--- src/rtl/lb_arbiter_if.sv ---
// Local-bus (LB) handshake bundle shared by the bridges, the arbiter and the register map.
// The master modport issues write/read requests; the slave modport answers them.
interface lb_arbiter_if #(
  parameter int unsigned ADDR_W = 16,
  parameter int unsigned DATA_W = 32,
  parameter int unsigned STRB_W = DATA_W / 8
);

  logic [ADDR_W-1:0] waddr;
  logic [DATA_W-1:0] wdata;
  logic [STRB_W-1:0] wstrb;
  logic              wen;
  logic              wready;
  logic [ADDR_W-1:0] raddr;
  logic              ren;
  logic [DATA_W-1:0] rdata;
  logic              rvalid;

  modport master (
    output waddr, wdata, wstrb, wen, raddr, ren,
    input  wready, rdata, rvalid
  );

  modport slave (
    input  waddr, wdata, wstrb, wen, raddr, ren,
    output wready, rdata, rvalid
  );

endinterface

--- src/rtl/lb_arbiter.sv ---
// Two-master round-robin arbiter for the local bus. One transaction in flight at a time; the
// grant is registered so the slave sees a request one cycle after the master raises it.
// Optional slave-response timeout is enabled by defining LB_ARB_TIMEOUT_EN.
module lb_arbiter #(
  parameter int unsigned       ADDR_W        = 16,
  parameter int unsigned       DATA_W        = 32,
  parameter int unsigned       STRB_W        = DATA_W / 8,
  parameter int unsigned       TIMEOUT_CYC   = 256,
  parameter logic [DATA_W-1:0] TIMEOUT_RDATA = 32'hDEADDEAD
) (
  input  logic         clk,
  input  logic         rst,
  lb_arbiter_if.slave  m0_io,
  lb_arbiter_if.slave  m1_io,
  lb_arbiter_if.master s_io,
  output logic         gnt,
  output logic         busy,
  output logic         tmo
);

  typedef enum logic [1:0] {StIdle, StWrite, StRead} state_e;

  state_e state_q;
  logic   gnt_q;
  logic   rr_ptr_q;

  logic              req0, req1;
  logic              grant_idx;
  logic              grant_wen;
  logic              in_write, in_read;
  logic              wr_done, rd_done;
  logic              tmo_hit;
  logic [ADDR_W-1:0] sel_waddr;
  logic [DATA_W-1:0] sel_wdata;
  logic [STRB_W-1:0] sel_wstrb;
  logic [ADDR_W-1:0] sel_raddr;
  logic [DATA_W-1:0] rd_data;

  // Request decode and round-robin pick; rr_ptr only matters when both masters request.
  always_comb begin
    req0      = m0_io.wen | m0_io.ren;
    req1      = m1_io.wen | m1_io.ren;
    grant_idx = (req0 && req1) ? rr_ptr_q : req1;
    grant_wen = grant_idx ? m1_io.wen : m0_io.wen;
  end

  // Route the granted master's bus fields toward the slave.
  always_comb begin
    sel_waddr = gnt_q ? m1_io.waddr : m0_io.waddr;
    sel_wdata = gnt_q ? m1_io.wdata : m0_io.wdata;
    sel_wstrb = gnt_q ? m1_io.wstrb : m0_io.wstrb;
    sel_raddr = gnt_q ? m1_io.raddr : m0_io.raddr;
  end

`ifdef LB_ARB_TIMEOUT_EN
  localparam int unsigned     CntW    = $clog2(TIMEOUT_CYC);
  localparam logic [CntW-1:0] CntLast = CntW'(TIMEOUT_CYC - 1);

  logic [CntW-1:0] cnt_q;

  // Timeout fires only when the slave stays silent in the last counted cycle; a late response
  // in that same cycle still completes normally.
  always_comb begin
    tmo_hit = 1'b0;
    if (cnt_q == CntLast) begin
      tmo_hit = (state_q == StWrite && !s_io.wready) || (state_q == StRead && !s_io.rvalid);
    end
  end

  // Cycle counter: cleared on entry to WRITE/READ, counts every cycle spent there.
  always_ff @(posedge clk) begin
    if (!rst) begin
      cnt_q <= '0;
    end else if (state_q == StIdle) begin
      cnt_q <= '0;
    end else begin
      cnt_q <= cnt_q + 1'b1;
    end
  end
`else
  logic unused_cfg;

  // Without the timeout the arbiter waits forever for the slave.
  always_comb begin
    tmo_hit    = 1'b0;
    unused_cfg = ^TIMEOUT_CYC;
  end
`endif

  // Completion strobes: slave response, or a forced completion on timeout.
  always_comb begin
    in_write = (state_q == StWrite);
    in_read  = (state_q == StRead);
    wr_done  = in_write && (s_io.wready || tmo_hit);
    rd_done  = in_read && (s_io.rvalid || tmo_hit);
    rd_data  = s_io.rvalid ? s_io.rdata : TIMEOUT_RDATA;
  end

  // Arbitration FSM: grant and round-robin pointer update only when leaving IDLE.
  always_ff @(posedge clk) begin
    if (!rst) begin
      state_q  <= StIdle;
      gnt_q    <= 1'b0;
      rr_ptr_q <= 1'b0;
    end else begin
      unique case (state_q)
        StIdle: begin
          if (req0 || req1) begin
            gnt_q    <= grant_idx;
            rr_ptr_q <= ~grant_idx;
            state_q  <= grant_wen ? StWrite : StRead;
          end
        end
        StWrite: begin
          if (wr_done) state_q <= StIdle;
        end
        StRead: begin
          if (rd_done) state_q <= StIdle;
        end
        default: state_q <= StIdle;
      endcase
    end
  end

  // Slave-side drive: zero whenever the corresponding transaction is not active.
  always_comb begin
    s_io.wen   = in_write && !tmo_hit;
    s_io.ren   = in_read && !tmo_hit;
    s_io.waddr = in_write ? sel_waddr : '0;
    s_io.wdata = in_write ? sel_wdata : '0;
    s_io.wstrb = in_write ? sel_wstrb : '0;
    s_io.raddr = in_read ? sel_raddr : '0;
  end

  // Master-side responses: only the granted master ever sees a pulse or read data.
  always_comb begin
    m0_io.wready = wr_done && !gnt_q;
    m0_io.rvalid = rd_done && !gnt_q;
    m0_io.rdata  = (rd_done && !gnt_q) ? rd_data : '0;
    m1_io.wready = wr_done && gnt_q;
    m1_io.rvalid = rd_done && gnt_q;
    m1_io.rdata  = (rd_done && gnt_q) ? rd_data : '0;
  end

  // Status outputs.
  always_comb begin
    gnt  = gnt_q;
    busy = (state_q != StIdle);
    tmo  = tmo_hit;
  end

endmodule
--- src/flat_wrapper.sv ---
// flat-port wrapper written by rule: the top's interface ports become plain ports
module lb_arbiter_flat 
#(
  parameter int unsigned       ADDR_W        = 16,
  parameter int unsigned       DATA_W        = 32,
  parameter int unsigned       STRB_W        = DATA_W / 8,
  parameter int unsigned       TIMEOUT_CYC   = 256,
  parameter logic [DATA_W-1:0] TIMEOUT_RDATA = 32'hDEADDEAD
)
  (clk, rst, gnt, busy, tmo, m0_io_waddr, m0_io_wdata, m0_io_wstrb, m0_io_wen, m0_io_raddr, m0_io_ren, m0_io_wready, m0_io_rdata, m0_io_rvalid, m1_io_waddr, m1_io_wdata, m1_io_wstrb, m1_io_wen, m1_io_raddr, m1_io_ren, m1_io_wready, m1_io_rdata, m1_io_rvalid, s_io_waddr, s_io_wdata, s_io_wstrb, s_io_wen, s_io_raddr, s_io_ren, s_io_wready, s_io_rdata, s_io_rvalid);
  lb_arbiter_if #(.ADDR_W(ADDR_W), .DATA_W(DATA_W), .STRB_W(STRB_W)) m0_io_i ();
  lb_arbiter_if #(.ADDR_W(ADDR_W), .DATA_W(DATA_W), .STRB_W(STRB_W)) m1_io_i ();
  lb_arbiter_if #(.ADDR_W(ADDR_W), .DATA_W(DATA_W), .STRB_W(STRB_W)) s_io_i ();
  input  logic clk;
  input  logic rst;
  output logic gnt;
  output logic busy;
  output logic tmo;
  input wire logic [$bits(m0_io_i.waddr)-1:0] m0_io_waddr;
  input wire logic [$bits(m0_io_i.wdata)-1:0] m0_io_wdata;
  input wire logic [$bits(m0_io_i.wstrb)-1:0] m0_io_wstrb;
  input wire logic [$bits(m0_io_i.wen)-1:0] m0_io_wen;
  input wire logic [$bits(m0_io_i.raddr)-1:0] m0_io_raddr;
  input wire logic [$bits(m0_io_i.ren)-1:0] m0_io_ren;
  output wire logic [$bits(m0_io_i.wready)-1:0] m0_io_wready;
  output wire logic [$bits(m0_io_i.rdata)-1:0] m0_io_rdata;
  output wire logic [$bits(m0_io_i.rvalid)-1:0] m0_io_rvalid;
  input wire logic [$bits(m1_io_i.waddr)-1:0] m1_io_waddr;
  input wire logic [$bits(m1_io_i.wdata)-1:0] m1_io_wdata;
  input wire logic [$bits(m1_io_i.wstrb)-1:0] m1_io_wstrb;
  input wire logic [$bits(m1_io_i.wen)-1:0] m1_io_wen;
  input wire logic [$bits(m1_io_i.raddr)-1:0] m1_io_raddr;
  input wire logic [$bits(m1_io_i.ren)-1:0] m1_io_ren;
  output wire logic [$bits(m1_io_i.wready)-1:0] m1_io_wready;
  output wire logic [$bits(m1_io_i.rdata)-1:0] m1_io_rdata;
  output wire logic [$bits(m1_io_i.rvalid)-1:0] m1_io_rvalid;
  output wire logic [$bits(s_io_i.waddr)-1:0] s_io_waddr;
  output wire logic [$bits(s_io_i.wdata)-1:0] s_io_wdata;
  output wire logic [$bits(s_io_i.wstrb)-1:0] s_io_wstrb;
  output wire logic [$bits(s_io_i.wen)-1:0] s_io_wen;
  output wire logic [$bits(s_io_i.raddr)-1:0] s_io_raddr;
  output wire logic [$bits(s_io_i.ren)-1:0] s_io_ren;
  input wire logic [$bits(s_io_i.wready)-1:0] s_io_wready;
  input wire logic [$bits(s_io_i.rdata)-1:0] s_io_rdata;
  input wire logic [$bits(s_io_i.rvalid)-1:0] s_io_rvalid;
  assign m0_io_i.waddr = m0_io_waddr;
  assign m0_io_i.wdata = m0_io_wdata;
  assign m0_io_i.wstrb = m0_io_wstrb;
  assign m0_io_i.wen = m0_io_wen;
  assign m0_io_i.raddr = m0_io_raddr;
  assign m0_io_i.ren = m0_io_ren;
  assign m0_io_wready = m0_io_i.wready;
  assign m0_io_rdata = m0_io_i.rdata;
  assign m0_io_rvalid = m0_io_i.rvalid;
  assign m1_io_i.waddr = m1_io_waddr;
  assign m1_io_i.wdata = m1_io_wdata;
  assign m1_io_i.wstrb = m1_io_wstrb;
  assign m1_io_i.wen = m1_io_wen;
  assign m1_io_i.raddr = m1_io_raddr;
  assign m1_io_i.ren = m1_io_ren;
  assign m1_io_wready = m1_io_i.wready;
  assign m1_io_rdata = m1_io_i.rdata;
  assign m1_io_rvalid = m1_io_i.rvalid;
  assign s_io_waddr = s_io_i.waddr;
  assign s_io_wdata = s_io_i.wdata;
  assign s_io_wstrb = s_io_i.wstrb;
  assign s_io_wen = s_io_i.wen;
  assign s_io_raddr = s_io_i.raddr;
  assign s_io_ren = s_io_i.ren;
  assign s_io_i.wready = s_io_wready;
  assign s_io_i.rdata = s_io_rdata;
  assign s_io_i.rvalid = s_io_rvalid;
  lb_arbiter #(.ADDR_W(ADDR_W), .DATA_W(DATA_W), .STRB_W(STRB_W), .TIMEOUT_CYC(TIMEOUT_CYC), .TIMEOUT_RDATA(TIMEOUT_RDATA)) u_core (.clk(clk), .rst(rst), .m0_io(m0_io_i), .m1_io(m1_io_i), .s_io(s_io_i), .gnt(gnt), .busy(busy), .tmo(tmo));
endmodule
--- config.mk ---
export PLATFORM = sky130hd
export DESIGN_NAME = lb_arbiter_flat
export DESIGN_NICKNAME = d
export VERILOG_FILES = /design/src/rtl/lb_arbiter_if.sv /design/src/rtl/lb_arbiter.sv /design/src/flat_wrapper.sv
export SDC_FILE = /design/constraint.sdc
export NUM_CORES = 1
export LEC_CHECK = 0
export CAP_MARGIN = 10
export CORE_AREA = 2 2 124 126
export DETAILED_ROUTE_END_ITERATION = 7
export DIE_AREA = 0 0 126 128
export GPL_TIMING_DRIVEN = 0
export PLACE_DENSITY = 0.59
export SLEW_MARGIN = 10
export SYNTH_ARGS = -nofsm -noshare
export SYNTH_HDL_FRONTEND = slang
export SYNTH_SLANG_ARGS = --single-unit
--- constraint.sdc ---
create_clock -name clk -period 3.35 [get_ports clk]
set_input_delay 0.8375 -clock clk [delete_from_list [all_inputs] [get_ports clk]]
set_output_delay 0.8375 -clock clk [all_outputs]
set_load 0.005 [all_outputs]
==> flow_summary.html <==
<table>
<tr><th>Metric</th><th>Value</th></tr>
<tr><th colspan="2">Timing</th></tr>
<tr><td>Number of setup violations in the final report</td><td>0</td></tr>
<tr><td>Fraction of the cycle the final worst path needs</td><td>around 93%</td></tr>
<tr><td>Number of failing hold endpoints at the final stage</td><td>0</td></tr>
<tr><td>Pins Over Slew Limit</td><td>0</td></tr>
<tr><td>RSZ-0062 raised after global routing</td><td>no</td></tr>
<tr><td>Final-layout worst hold slack</td><td>approximately 0.55 ns</td></tr>
<tr><td>Highest clock frequency the design can meet</td><td>around 320 MHz</td></tr>
<tr><td>Min cycle time layout</td><td>3.12 ns</td></tr>
<tr><td>Worst-case clock skew</td><td>around 0.0012 ns</td></tr>
<tr><th colspan="2">Clock tree</th></tr>
<tr><td>TritonCTS Buffers</td><td>3</td></tr>
<tr><td>CTS Hold Buffers Added</td><td>0</td></tr>
<tr><td>Root buffer selected by CTS</td><td>sky130_fd_sc_hd__clkbuf_16</td></tr>
<tr><td>H-Tree Depth</td><td>1</td></tr>
<tr><td>Clock buffer depth</td><td>2</td></tr>
<tr><td>Clock tree from TritonCTS</td><td>yes</td></tr>
<tr><td>Skew-Pair Late Insertion Delay</td><td>0.22 ns</td></tr>
<tr><td>CTS Sinks</td><td>4</td></tr>
<tr><td>Clock transition at the registers of the reported paths</td><td>about 0.03 ns</td></tr>
<tr><th colspan="2">Die</th></tr>
<tr><td>Die Footprint</td><td>between 15000 and 20000 um^2</td></tr>
<tr><td>Core Box Area</td><td>between 10000 and 15000 um^2</td></tr>
<tr><td>Initial Utilization</td><td>between 10% and 20%</td></tr>
<tr><td>Chip Width</td><td>around 130 um</td></tr>
<tr><td>Die outline height</td><td>128 um</td></tr>
<tr><td>Number of top-level pins</td><td>between 300 and 400</td></tr>
<tr><td>Placement row count</td><td>45</td></tr>
<tr><th colspan="2">GRT</th></tr>
<tr><td>Global-route wire length before repair</td><td>14.9 mm</td></tr>
<tr><td>Largest net degree at the start of global routing</td><td>11</td></tr>
<tr><td>GR Util All Layers</td><td>11.4%</td></tr>
<tr><td>Via count of the first global-routing pass</td><td>between 2000 and 3000</td></tr>
<tr><td>GR Overflow Total</td><td>0</td></tr>
<tr><td>Antenna violations before repair</td><td>0</td></tr>
<tr><th colspan="2">Synth</th></tr>
<tr><td>Share of the yosys chip area belonging to registers</td><td>4.61%</td></tr>
<tr><td>Number of register bits inferred by synthesis</td><td>4</td></tr>
<tr><td>Area of the mapped netlist</td><td>1740 um^2</td></tr>
<tr><td>Warnings from Yosys</td><td>0</td></tr>
<tr><td>Unique cell type count in the Yosys netlist</td><td>25</td></tr>
<tr><td>Flip-flop cell with the highest count after synthesis</td><td>sky130_fd_sc_hd__dfxtp_1</td></tr>
<tr><td>Cell taking the most area after synthesis</td><td>sky130_fd_sc_hd__mux2i_1</td></tr>
<tr><td>Area fraction of the dominant cell type after synthesis</td><td>between 30% and 40%</td></tr>
<tr><td>Share of flip-flops with an asynchronous set or reset</td><td>0%</td></tr>
<tr><td>Most frequent cells after synthesis</td><td>71 x sky130_fd_sc_hd__nor2_1, 68 x sky130_fd_sc_hd__mux2i_1, 64 x sky130_fd_sc_hd__and2_1</td></tr>
<tr><td>Main area contributors after synthesis</td><td>sky130_fd_sc_hd__mux2i_1 39%, sky130_fd_sc_hd__and2_1 23%, sky130_fd_sc_hd__nor2_1 15%</td></tr>
<tr><td>Number of enable-type register cells in the synthesized netlist</td><td>0</td></tr>
<tr><td>Cell count after synthesis</td><td>around 260</td></tr>
<tr><td>Synthesized area per cell</td><td>between 6 and 7 um^2</td></tr>
<tr><td>Post-Synthesis Net Count</td><td>432</td></tr>
<tr><td>Most repeated cell in the gate-level netlist after synthesis</td><td>sky130_fd_sc_hd__nor2_1</td></tr>
<tr><th colspan="2">Finish</th></tr>
<tr><td>Diodes inserted</td><td>0</td></tr>
<tr><td>Nets</td><td>roughly 750</td></tr>
<tr><td>Layout cells sized above 1</td><td>~4%</td></tr>
<tr><td>Growth of design area from synthesis to finish</td><td>201%</td></tr>
<tr><td>Non-filler cells, final</td><td>roughly 760</td></tr>
<tr><td>Number of fill cells in the layout</td><td>roughly 1600</td></tr>
<tr><th colspan="2">Place</th></tr>
<tr><td>Count of input and output buffers</td><td>between 300 and 400</td></tr>
<tr><td>Dpl cells</td><td>approximately 760</td></tr>
<tr><td>Estimated wirelength of the detail-placed design</td><td>just over 9 mm</td></tr>
<tr><td>Routability-driven placement congestion ratio</td><td>0.853</td></tr>
<tr><th colspan="2">Detailed routing</th></tr>
<tr><td>Vias per cell</td><td>3.90</td></tr>
<tr><td>Post-detailed-route wirelength per cell</td><td>~14 um</td></tr>
<tr><td>Routed wire length</td><td>10.4 mm</td></tr>
<tr><td>DRT Pass-1 Iters</td><td>4</td></tr>
<tr><td>Total number of vias</td><td>slightly below 3000</td></tr>
<tr><td>Initial DRC Count</td><td>44</td></tr>
<tr><td>Post-detailed-route count of antenna-violating nets</td><td>0</td></tr>
<tr><td>Drt drc</td><td>0</td></tr>
<tr><th colspan="2">Power and ir drop</th></tr>
<tr><td>Leakage power figure</td><td>between 1.5 and 2 nW</td></tr>
<tr><td>IR Drop Worst-Case VDD</td><td>slightly above 0.09 mV</td></tr>
<tr><td>Power per cell area</td><td>just under 200 nW/um^2</td></tr>
<tr><th colspan="2">Run</th></tr>
<tr><td>Max Cap Viol</td><td>0</td></tr>
<tr><th colspan="2">Worst setup path</th></tr>
<tr><td>CP required</td><td>roughly 2.5 ns</td></tr>
<tr><td>Data arrival time at the worst-slack endpoint</td><td>about 2.3 ns</td></tr>
<tr><td>Worst setup EP type</td><td>primary output</td></tr>
<tr><td>Crit path buffers/inverters</td><td>4</td></tr>
<tr><td>Slowest CP cell</td><td>sky130_fd_sc_hd__clkdlybuf4s50_1</td></tr>
<tr><td>Worst Setup Start Kind</td><td>primary input</td></tr>
<tr><td>Dominant delay contributor by cell family on the critical path</td><td>buffers and inverters</td></tr>
<tr><td>Critical path, cell by cell</td><td>dlygate4sd2_1 -&gt; nor3b_4 -&gt; buf_12 -&gt; buf_6 -&gt; and2_1 -&gt; clkdlybuf4s50_1</td></tr>
<tr><td>Highest net fanout along the worst path</td><td>10</td></tr>
<tr><td>Setup CP Type</td><td>in -&gt; out</td></tr>
<tr><td>Critical Path Max Stage Delay</td><td>slightly above 0.5 ns</td></tr>
<tr><th colspan="2">Outcome</th></tr>
<tr><td>Status</td><td>completed</td></tr>
<tr><th colspan="2">Worst hold path</th></tr>
<tr><td>Worst min-delay path class</td><td>reg -&gt; reg</td></tr>
</table>
[area by class of cell]
cell class                 count  area (um^2)  share of cell area [%]
sequential                     4         80.1                    1.53
buffer                        22          130                    2.49
inverter                       7         26.3                   0.503
clock buffer                   3         75.1                    1.44
tap                          188          235                    4.51
timing repair buffer         316         3170                    60.8
multi-input combinational    223         1500                    28.7
[worst register-to-register path: stages, from the launching register on]
cell and delay, ns:
sky130_fd_sc_hd__dfxtp_1 0.31, sky130_fd_sc_hd__buf_2 0.31, sky130_fd_sc_hd__buf_2 0.34, sky130_fd_sc_hd__o21ai_0 0.13, sky130_fd_sc_hd__a21boi_0 0.19
[power by group]
part | internal (mW) | total (mW) | switching [mW]
Sequential | 0.0557 | 0.0623 | 0.00666
Combinational | 0.492 | 0.771 | 0.279
Clock | 0.152 | 0.184 | 0.0319
Total | 0.700 | 1.02 | 0.317
[cells by family after synthesis]
| group | count (synthesis) | share of synthesized area (%) |
|---|---|---|
| and+or+nand+nor | 143 | 42.1 |
| muxes | 68 | 39.2 |
| buffers and inverters | 29 | 9.01 |
| AOI/OAI and AO/OA | 11 | 4.90 |
| DFF | 4 | 4.61 |
| other | 1 | 0.216 |
[stage by stage]
stage | area (um^2) | total power, mW | utilization, % | setup TNS [ns] | setup WS, ns
global placement | 5120 | 0.834 | 34.5 | -1.77 | -0.132
floorplan | 1740 | 0.352 | - | 0 | 1.12
global route | 5220 | 1.09 | 35.1 | 0 | 0.172
finish | 5220 | 1.02 | 35.1 | 0 | 0.232
CTS | 5220 | 1.03 | 35.1 | 0 | 0.226
detailed placement | 5120 | 0.840 | 34.5 | -2.05 | -0.139
[state kept, by name (all words and copies together) (netlist names)]
| name | count |
|---|---|
| u_core.state_q | 2 |
| u_core.gnt | 1 |
| u_core.rr_ptr_q | 1 |
[worst paths after layout]
| check | startpoint | end | slack [ns] | cells after the start |
|---|---|---|---|---|
| max | s_io_rvalid | m0_io_rdata[4] | 0.23 | 6 |
| min | u_core.state_q[0] | u_core.state_q[0] | 0.55 | 2 |
| max reg2reg | u_core.gnt | u_core.gnt | 1.98 | 4 |
| min reg2reg | u_core.state_q[0] | u_core.state_q[0] | 0.55 | 2 |
[metal layers]
layer	up-vias	GRT usage [%]	share of wire, %
li1	1481	-	-
met1	1311	11.4	35
met2	182	23.8	55
met3	4	2.75	9.4
met4	0	1.81	0.51
met5	-	0	0
[what timing repair did]
action	in CTS	in global routing
gates resized for setup	1	0
setup buffers	1	0
endpoints found under the setup margin	30	0
hold endpoints to repair	0	0
[cell usage in the layout, fill, tap and decap left out]
master / Yosys / final
sky130_fd_sc_hd__mux2i_1: 68 / 68
sky130_fd_sc_hd__dfxtp_1: 4 / 4
sky130_fd_sc_hd__nor3_1: 1 / 1
sky130_fd_sc_hd__nor3b_4: 1 / 1
sky130_fd_sc_hd__clkbuf_1: 6 / 6
sky130_fd_sc_hd__o21ai_0: 3 / 3
sky130_fd_sc_hd__a211o_1: 1 / 1
sky130_fd_sc_hd__a21boi_0: 2 / 2
sky130_fd_sc_hd__inv_2: 1 / 1
sky130_fd_sc_hd__inv_1: 6 / 6
sky130_fd_sc_hd__o221ai_1: 1 / 1
sky130_fd_sc_hd__and3_4: 1 / 1
sky130_fd_sc_hd__buf_6: 4 / 4
sky130_fd_sc_hd__o32a_1: 1 / 1
sky130_fd_sc_hd__buf_4: 1 / 1
sky130_fd_sc_hd__nand2b_1: 2 / 2
sky130_fd_sc_hd__buf_12: 0 / 1
sky130_fd_sc_hd__nor2_1: 71 / 71
sky130_fd_sc_hd__and2_1: 64 / 64
sky130_fd_sc_hd__conb_1: 1 / 1
sky130_fd_sc_hd__nand2_1: 1 / 1
sky130_fd_sc_hd__o32ai_1: 2 / 2
sky130_fd_sc_hd__clkdlybuf4s50_1: 0 / 314
sky130_fd_sc_hd__dlygate4sd2_1: 0 / 1
sky130_fd_sc_hd__o311a_1: 1 / 1
sky130_fd_sc_hd__and3_1: 1 / 1
sky130_fd_sc_hd__clkbuf_16: 0 / 3
sky130_fd_sc_hd__buf_2: 11 / 11
sky130_fd_sc_hd__nand4_1: 1 / 1
No activity file was read; power rests on OpenSTA's default activity.
